==> src/rtl/uart_pkg.sv <==
// uart_pkg: state encodings for the uart_core transmitter and receiver FSMs and
// the parity-sense constants shared by uart_core and its bench.
package uart_pkg;

  localparam logic PARITY_EVEN = 1'b0;
  localparam logic PARITY_ODD  = 1'b1;

  typedef enum logic [2:0] {
    TX_IDLE   = 3'd0,
    TX_START  = 3'd1,
    TX_DATA   = 3'd2,
    TX_PARITY = 3'd3,
    TX_STOP   = 3'd4
  } tx_state_e;

  typedef enum logic [2:0] {
    RX_IDLE   = 3'd0,
    RX_START  = 3'd1,
    RX_DATA   = 3'd2,
    RX_PARITY = 3'd3,
    RX_STOP   = 3'd4
  } rx_state_e;

endpackage

==> src/rtl/uart_fifo.sv <==
// uart_fifo: first-word-fall-through RX FIFO. A push into a full FIFO only lands
// when a pop frees the head slot in the same cycle; pops on empty are ignored.
module uart_fifo #(
  parameter int WIDTH = 10,
  parameter int DEPTH = 16
) (
  input  logic             clk,
  input  logic             rst_n,
  input  logic             push,
  input  logic [WIDTH-1:0] push_data,
  input  logic             pop,
  output logic [WIDTH-1:0] pop_data,
  output logic             full,
  output logic             empty
);

  localparam int AW = $clog2(DEPTH);

  logic [WIDTH-1:0] mem [DEPTH];
  logic [AW:0]      wptr;
  logic [AW:0]      rptr;
  logic             do_push;
  logic             do_pop;

  assign empty    = (wptr == rptr);
  assign full     = (wptr[AW] != rptr[AW]) && (wptr[AW-1:0] == rptr[AW-1:0]);
  assign do_pop   = pop && !empty;
  assign do_push  = push && (!full || do_pop);
  // Head reads as zero while empty so the data and error outputs are clean after reset.
  assign pop_data = empty ? '0 : mem[rptr[AW-1:0]];

  always_ff @(posedge clk or negedge rst_n) begin
    if (!rst_n) begin
      wptr <= '0;
      rptr <= '0;
    end else begin
      if (do_push) wptr <= wptr + 1'b1;
      if (do_pop)  rptr <= rptr + 1'b1;
    end
  end

  always_ff @(posedge clk) begin
    if (do_push) mem[wptr[AW-1:0]] <= push_data;
  end

endmodule

==> src/rtl/uart_core.sv <==
// uart_core: 8N1-style UART transmitter and receiver with an RX FIFO.
// Define UART_PARITY_EN to add one parity bit per frame (sense set by PARITY_ODD).
module uart_core #(
  parameter int DATA_W       = 8,
  parameter int CLKS_PER_BIT = 868,
  parameter int STOP_BITS    = 1,
  parameter int RX_DEPTH     = 16,
  parameter int PARITY_ODD   = 0
) (
  input  logic              clk,
  input  logic              i_reset_n,
  input  logic [DATA_W-1:0] i_tx_data,
  input  logic              i_tx_valid,
  output logic              o_tx_ready,
  output logic              o_tx,
  input  logic              i_rx,
  output logic [DATA_W-1:0] o_rx_data,
  output logic              o_rx_valid,
  input  logic              i_rx_ready,
  output logic              o_rx_frame_err,
  output logic              o_rx_parity_err,
  output logic              o_rx_overrun,
  input  logic              i_err_clr,
  output logic [2:0]        dbg_tx_state,
  output logic [2:0]        dbg_rx_state
);
  import uart_pkg::*;

  // Handshakes: a word moves when valid && ready are both high at a rising clk edge.
  localparam int CW = $clog2(CLKS_PER_BIT * STOP_BITS);
  localparam int BW = $clog2(DATA_W);
  localparam logic [CW-1:0] BIT_LAST  = CW'(CLKS_PER_BIT - 1);
  localparam logic [CW-1:0] STOP_LAST = CW'(CLKS_PER_BIT * STOP_BITS - 1);
  localparam logic [CW-1:0] HALF_LAST = CW'(CLKS_PER_BIT / 2 - 1);
  localparam logic [BW-1:0] LAST_BIT  = BW'(DATA_W - 1);
`ifdef UART_PARITY_EN
  localparam int  FW = DATA_W + 2;
  localparam logic odd_sense = (PARITY_ODD != 0) ? uart_pkg::PARITY_ODD : uart_pkg::PARITY_EVEN;
`else
  localparam int  FW = DATA_W + 1;
`endif

  if (DATA_W < 5 || DATA_W > 9 || CLKS_PER_BIT < 4 || STOP_BITS < 1 || STOP_BITS > 2 ||
      RX_DEPTH < 2 || (RX_DEPTH & (RX_DEPTH - 1)) != 0 || PARITY_ODD < 0 || PARITY_ODD > 1)
  begin : g_bad_cfg
    $error("uart_core: illegal parameter set");
  end

  tx_state_e         tx_state;
  logic [CW-1:0]     tx_cnt;
  logic [BW-1:0]     tx_idx;
  logic [DATA_W-1:0] tx_shift;
  logic              tx_line;
`ifdef UART_PARITY_EN
  logic              tx_par;
`endif

  assign o_tx_ready   = (tx_state == TX_IDLE);
  assign o_tx         = tx_line;
  assign dbg_tx_state = tx_state;

  always_ff @(posedge clk or negedge i_reset_n) begin
    if (!i_reset_n) begin
      tx_state <= TX_IDLE;
      tx_cnt   <= '0;
      tx_idx   <= '0;
      tx_shift <= '0;
      tx_line  <= 1'b1;
`ifdef UART_PARITY_EN
      tx_par   <= 1'b0;
`endif
    end else begin
      case (tx_state)
        TX_IDLE: if (i_tx_valid) begin
          tx_state <= TX_START;
          tx_line  <= 1'b0;
          tx_shift <= i_tx_data;
          tx_cnt   <= '0;
`ifdef UART_PARITY_EN
          tx_par   <= (^i_tx_data) ^ odd_sense;
`endif
        end
        TX_START: if (tx_cnt == BIT_LAST) begin
          tx_cnt   <= '0;
          tx_idx   <= '0;
          tx_line  <= tx_shift[0];
          tx_state <= TX_DATA;
        end else tx_cnt <= tx_cnt + 1'b1;
        TX_DATA: if (tx_cnt == BIT_LAST) begin
          tx_cnt <= '0;
          if (tx_idx == LAST_BIT) begin
`ifdef UART_PARITY_EN
            tx_state <= TX_PARITY;
            tx_line  <= tx_par;
`else
            tx_state <= TX_STOP;
            tx_line  <= 1'b1;
`endif
          end else begin
            tx_idx   <= tx_idx + 1'b1;
            tx_shift <= tx_shift >> 1;
            tx_line  <= tx_shift[1];
          end
        end else tx_cnt <= tx_cnt + 1'b1;
        TX_PARITY: if (tx_cnt == BIT_LAST) begin
          tx_cnt   <= '0;
          tx_state <= TX_STOP;
          tx_line  <= 1'b1;
        end else tx_cnt <= tx_cnt + 1'b1;
        TX_STOP: if (tx_cnt == STOP_LAST) begin
          tx_cnt   <= '0;
          tx_state <= TX_IDLE;
        end else tx_cnt <= tx_cnt + 1'b1;
        default: begin
          tx_state <= TX_IDLE;
          tx_line  <= 1'b1;
        end
      endcase
    end
  end

  logic              rx_s1, rx_s2, rx_prev;
  rx_state_e         rx_state;
  logic [CW-1:0]     rx_cnt;
  logic [BW-1:0]     rx_idx;
  logic [DATA_W-1:0] rx_shift;
  logic              push;
  logic [FW-1:0]     push_word;
  logic [FW-1:0]     head;
  logic              fifo_full, fifo_empty;
`ifdef UART_PARITY_EN
  logic              rx_perr;
  assign push_word = {rx_shift, ~rx_s2, rx_perr};
`else
  assign push_word = {rx_shift, ~rx_s2};
`endif

  // Only the first stop bit is sampled; returning to idle at its mid-point keeps
  // the receiver ready for a start edge that follows a short stop period.
  assign push         = (rx_state == RX_STOP) && (rx_cnt == BIT_LAST);
  assign dbg_rx_state = rx_state;

  always_ff @(posedge clk or negedge i_reset_n) begin
    if (!i_reset_n) begin
      rx_s1    <= 1'b1;
      rx_s2    <= 1'b1;
      rx_prev  <= 1'b1;
      rx_state <= RX_IDLE;
      rx_cnt   <= '0;
      rx_idx   <= '0;
      rx_shift <= '0;
`ifdef UART_PARITY_EN
      rx_perr  <= 1'b0;
`endif
    end else begin
      rx_s1   <= i_rx;
      rx_s2   <= rx_s1;
      rx_prev <= rx_s2;
      case (rx_state)
        RX_IDLE: if (rx_prev && !rx_s2) begin
          rx_state <= RX_START;
          rx_cnt   <= '0;
        end
        RX_START: if (rx_cnt == HALF_LAST) begin
          rx_cnt   <= '0;
          rx_idx   <= '0;
          rx_state <= rx_s2 ? RX_IDLE : RX_DATA;
        end else rx_cnt <= rx_cnt + 1'b1;
        RX_DATA: if (rx_cnt == BIT_LAST) begin
          rx_cnt   <= '0;
          rx_shift <= {rx_s2, rx_shift[DATA_W-1:1]};
          if (rx_idx == LAST_BIT) begin
`ifdef UART_PARITY_EN
            rx_state <= RX_PARITY;
`else
            rx_state <= RX_STOP;
`endif
          end else rx_idx <= rx_idx + 1'b1;
        end else rx_cnt <= rx_cnt + 1'b1;
        RX_PARITY: if (rx_cnt == BIT_LAST) begin
          rx_cnt   <= '0;
          rx_state <= RX_STOP;
`ifdef UART_PARITY_EN
          rx_perr  <= rx_s2 ^ (^rx_shift) ^ odd_sense;
`endif
        end else rx_cnt <= rx_cnt + 1'b1;
        RX_STOP: if (rx_cnt == BIT_LAST) begin
          rx_cnt   <= '0;
          rx_state <= RX_IDLE;
        end else rx_cnt <= rx_cnt + 1'b1;
        default: rx_state <= RX_IDLE;
      endcase
    end
  end

  uart_fifo #(.WIDTH(FW), .DEPTH(RX_DEPTH)) u_fifo (
    .clk       (clk),
    .rst_n     (i_reset_n),
    .push      (push),
    .push_data (push_word),
    .pop       (i_rx_ready),
    .pop_data  (head),
    .full      (fifo_full),
    .empty     (fifo_empty)
  );

  assign o_rx_valid = !fifo_empty;
`ifdef UART_PARITY_EN
  assign o_rx_data       = head[FW-1:2];
  assign o_rx_frame_err  = head[1];
  assign o_rx_parity_err = head[0];
`else
  assign o_rx_data       = head[FW-1:1];
  assign o_rx_frame_err  = head[0];
  assign o_rx_parity_err = 1'b0;
`endif

  // A dropped frame takes priority over a clear in the same cycle.
  always_ff @(posedge clk or negedge i_reset_n) begin
    if (!i_reset_n) o_rx_overrun <= 1'b0;
    else if (push && fifo_full && !(o_rx_valid && i_rx_ready)) o_rx_overrun <= 1'b1;
    else if (i_err_clr) o_rx_overrun <= 1'b0;
  end

endmodule

==> config.mk <==
export PLATFORM = sky130hd
export DESIGN_NAME = uart_core
export DESIGN_NICKNAME = d
export VERILOG_FILES = /design/src/rtl/uart_pkg.sv /design/src/rtl/uart_fifo.sv /design/src/rtl/uart_core.sv
export SDC_FILE = /design/constraint.sdc
export NUM_CORES = 1
export LEC_CHECK = 0
export ABC_AREA = 1
export CAP_MARGIN = 20
export CORE_UTILIZATION = 61
export DETAILED_ROUTE_END_ITERATION = 12
export MAX_ROUTING_LAYER = met4
export PLACE_DENSITY = 0.86
export SYNTH_ARGS = -nofsm -noshare
export SYNTH_HDL_FRONTEND = slang
export SYNTH_SLANG_ARGS = --single-unit
export TNS_END_PERCENT = 100
==> constraint.sdc <==
create_clock -name clk -period 2.4 [get_ports clk]
set_clock_uncertainty 0.05 [all_clocks]
set_input_delay 0.48 -clock clk [delete_from_list [all_inputs] [get_ports clk]]
set_output_delay 0.48 -clock clk [all_outputs]
set_load 0.01 [all_outputs]
==> impl_table.tex <==
\begin{tabular}{lr}
\hline
Metric & Value \\
\hline
\multicolumn{2}{l}{\textbf{Critical path}} \\
Arrival time of the worst setup path & approximately 2.2 ns \\
Worst setup path start & u\_fifo.rptr[0] \\
Setup crit end kind & primary output \\
Startpoint type of the worst setup path & register \\
Path type of the worst setup path & register to primary output \\
Crit Reg-Reg Startpoint & rx\_cnt[0] \\
Critical-path maximum fanout & 8 \\
CP required & about 1.9 ns \\
\multicolumn{2}{l}{\textbf{GRT}} \\
Total global-route track usage & a little under a third \\
Maximum number of pins on one net before global-route repair & 40 \\
Number of global-route vias before repair & 7248 \\
Antenna violations before repair & 0 \\
Global route overflow & 0 \\
First-pass GRT wire length & roughly 37000 µm \\
\multicolumn{2}{l}{\textbf{Yosys}} \\
Post-synthesis xor/xnor area fraction & about 1.3\% \\
Combinational family with the most area after synthesis & simple AND/OR/NAND/NOR gates \\
Share of flip-flops with an asynchronous set or reset after synthesis & 30.4\% \\
Simple-gate share of the synthesized area & 21.7\% \\
Most used DFF post-synth & edfxtp\_1 \\
Syn Std Cell Area & 9560 µm² \\
Cell types with the largest area share after synthesis & edfxtp\_1 45\%, dfrtp\_1 15\%, nor2\_1 7.3\% \\
\#FFs+latches synth & between 200 and 250 \\
Number of nets in the synthesized netlist & between 900 and 1000 \\
Syn Inst Count & about 960 \\
Total number of yosys warnings & 0 \\
Count of unique library cells instantiated by Yosys & 42 \\
Area share of the largest cell type after synthesis & a little under half \\
Post-synth top area cell & edfxtp\_1 \\
Multiplexer share of the synthesized area & 0\% \\
Fraction of the mapped netlist area in compound gates & 8.88\% \\
Post-synthesis share of cell area spent on full adders, half adders and majority gates & roughly 1.6\% \\
Count of flip-flops with a built-in enable after synthesis & between 100 and 150 \\
Fraction of the yosys area taken by sequential cells & 61.8\% \\
Syn avg cell area & roughly 10 µm² \\
\multicolumn{2}{l}{\textbf{STA}} \\
Max-slew violations & 0 \\
Count of final hold-check violations & 0 \\
Setup WS post-layout & -0.331 ns \\
Part of the cycle the worst path needs & 114\% \\
Maximum clock rate & $\sim$0.37 GHz \\
Headroom to the max-slew limit & between 40 and 50\% \\
Final setup violation count & 9 \\
Post-route worst hold slack & between 0.3 and 0.4 ns \\
Slew @ Worst Pin & roughly 0.8 ns \\
RSZ-0062 raised after global routing & true \\
Minimum clock period after layout & around 2.7 ns \\
\multicolumn{2}{l}{\textbf{Pwr}} \\
Power density normalized to cell area & between 600 and 700 nW/µm² \\
Total power & 0.00793 W \\
Static power due to leakage & between 5 and 6 nW \\
Maximum VDD drop & a little under 800 µV \\
\multicolumn{2}{l}{\textbf{Detailed routing}} \\
DR WL/cell & $\sim$19 µm \\
Vias per inst & 5.88 \\
Number of iterations in the first detailed-routing pass & 8 \\
Post-route ant nets & 0 \\
Violation count after the first detailed-routing iteration & around 750 \\
Via total after detailed routing & between 7000 and 8000 \\
Routed wire length & about 24000 µm \\
Remaining DRCs & 0 \\
\multicolumn{2}{l}{\textbf{CTS}} \\
Latest clock arrival within the worst-skew pair & 0.50 ns \\
Clock-pin slew on the worst setup and hold paths & about 0.060 ns \\
Bufs on Longest Clock Path & 3 \\
Total number of clock tree sinks & slightly above 200 \\
Total clock buffers created by CTS & 21 \\
Max H-tree Level & 1 \\
Clock root buffer & clkbuf\_16 \\
TritonCTS clock tree & done \\
\multicolumn{2}{l}{\textbf{Run}} \\
Total of max-cap violations & 0 \\
\multicolumn{2}{l}{\textbf{Min path}} \\
HP Class & register to register \\
Startpoint of the tightest hold check path & rx\_s1 \\
\multicolumn{2}{l}{\textbf{Cells and area}} \\
Fill cell total of the finished layout & $\sim$920 \\
Synthesis-to-layout area growth & 21.3\% \\
Antenna fix cells & 0 \\
Ratio of cells with drive above 1 in the final layout & a little over a fifth \\
Final-stage net count & roughly 1100 \\
\multicolumn{2}{l}{\textbf{Place}} \\
Number of I/O port buffers & 32 \\
Final HPWL DP & between 10000 and 15000 µm \\
Last weighted congestion value of the routability-driven placer & about 0.9 \\
\multicolumn{2}{l}{\textbf{Floorplanning}} \\
Overall die width & around 130 µm \\
Vert. Die Dim & between 100 and 150 µm \\
Die area & between 15000 and 20000 µm² \\
Core outline area & between 15000 and 20000 µm² \\
Cell Rows & 45 \\
Starting Density & 62.6\% \\
I/O pin cnt & 34 \\
\multicolumn{2}{l}{\textbf{Status}} \\
Result of the run & complete, but fails checks \\
Violations in the final reports & negative setup slack \\
\hline
\end{tabular}
[what timing repair did]
item / 4_1_cts / 5_1_grt
setup buffers: 12 / 6
gates cloned: 8 / 1
pin swaps: 40 / 18
resized for setup: 132 / 45
hold endpoints to repair: 22 / 0
hold buffers: 1 / 0
endpoints found under the setup margin: 11 / 11
[where the power goes]
| part | internal (W) | switching [W] | total, W |
|---|---|---|---|
| clock | 0.00178 | 0.00132 | 0.00310 |
| combinational | 0.000293 | 0.000570 | 0.000863 |
| sequential | 0.00387 | 0.0000961 | 0.00397 |
[registers in the layout, indices dropped and copies added, names as in the netlist, 5 cells and up]
signal and flops:
tx_shift 8, u_fifo.wptr 5, u_fifo.rptr 5, rx_shift 8, u_fifo.mem 144, tx_cnt 10
rx_cnt 10
[final cells by class]
class / count / area (µm²) / share of cell area [%]
Clock buffer: 29 / 576 / 4.96
Tap cell: 211 / 264 / 2.28
Sequential cell: 207 / 5910 / 51.0
Inverter: 69 / 282 / 2.43
Clock inverter: 8 / 65.1 / 0.561
Timing Repair Buffer: 102 / 1100 / 9.51
Multi-Input combinational cell: 647 / 3400 / 29.3
[critical path, stage by stage (launching register included)]
cell	delay, ns
dfrtp_2	0.42
buf_12	0.16
buf_12	0.13
buf_8	0.13
nor2_2	0.04
nor2_1	0.15
o21ai_2	0.07
nand2_1	0.11
nand2_2	0.07
nand2_2	0.07
inv_2	0.04
a21oi_2	0.15
buf_2	0.15
[cells by family after synthesis]
group,Yosys count
simple gates,470
flops,207
compound gates,150
buf+inv,101
xor+xnor,14
fa+ha+maj,12
other cells,1
[through the flow]
step                setup slack [ns]  instances  area [µm²]  utilization, %  setup TNS, ns
global route                  -0.402       1273       11600            76.0          -3.01
detailed placement            -0.104       1209       10300            67.5         -0.578
finish                        -0.331       1273       11600            76.0          -2.34
CTS                           -0.167       1267       11400            74.8          -1.38
global placement             -0.0883       1209       10300            67.5         -0.276
floorplan                      0.296        955        9560               -              0
[placed cells by master, fill, tap and decap left out, types with 11 or more instances in the layout]
cell	synthesis	final
nand2_2	8	17
clkdlybuf4s50_1	0	21
nand3_1	70	67
buf_4	3	44
clkbuf_16	0	22
inv_1	58	52
nand2_1	162	152
nor2_2	10	24
o211ai_1	13	13
o21ai_0	80	52
dfrtp_1	59	55
xor2_1	11	11
nor2_1	185	169
ha_1	12	12
edfxtp_1	144	144
inv_2	9	12
nand4_1	12	12
o21ai_1	24	33
o21ai_2	2	21
a21oi_2	7	13
[final timing paths]
path / endpoint / cells past startpoint / slack (ns)
min in group asynchronous: rx_shift[4] / 3 / 0.46
max in group asynchronous: dbg_tx_state[1] / 3 / 1.39
worst min register to register: rx_s2 / 0 / 0.31
worst max-delay path: o_rx_data[0] / 12 / -0.33
worst min-delay path: rx_s2 / 0 / 0.31
worst max register to register: u_fifo.mem[4][5] / 8 / 0.19
[layer usage]
metal	up-vias	global-route usage, %	wire [µm]
met3	79	4.65	2010
met5	-	-	0
met2	452	53.0	12300
li1	3436	-	-
met1	3516	36.8	9110
met4	0	12.0	896
[cells in the mapped netlist (2+ instances only)]
cell and number:
dfstp_2 4, a21oi_2 7, ha_1 12, nor2_4 3, dfrtp_1 59, o211ai_1 13
buf_2 9, buf_6 7, nand3_4 5, clkbuf_1 13, nand2_2 8, xor2_1 11
o21ai_0 80, nand4_1 12, nand2_4 2, a21oi_1 11, nand2_1 162, nor2_2 10
o21bai_1 4, o21ai_1 24, inv_2 9, nor3_1 7, buf_4 3, inv_1 58
nand3_1 70, clkinv_1 2, edfxtp_1 144, a31oi_1 2, o21a_1 4, o21ai_2 2
nor2_1 185, xnor2_1 3
Power figures use the tool's default switching activity.
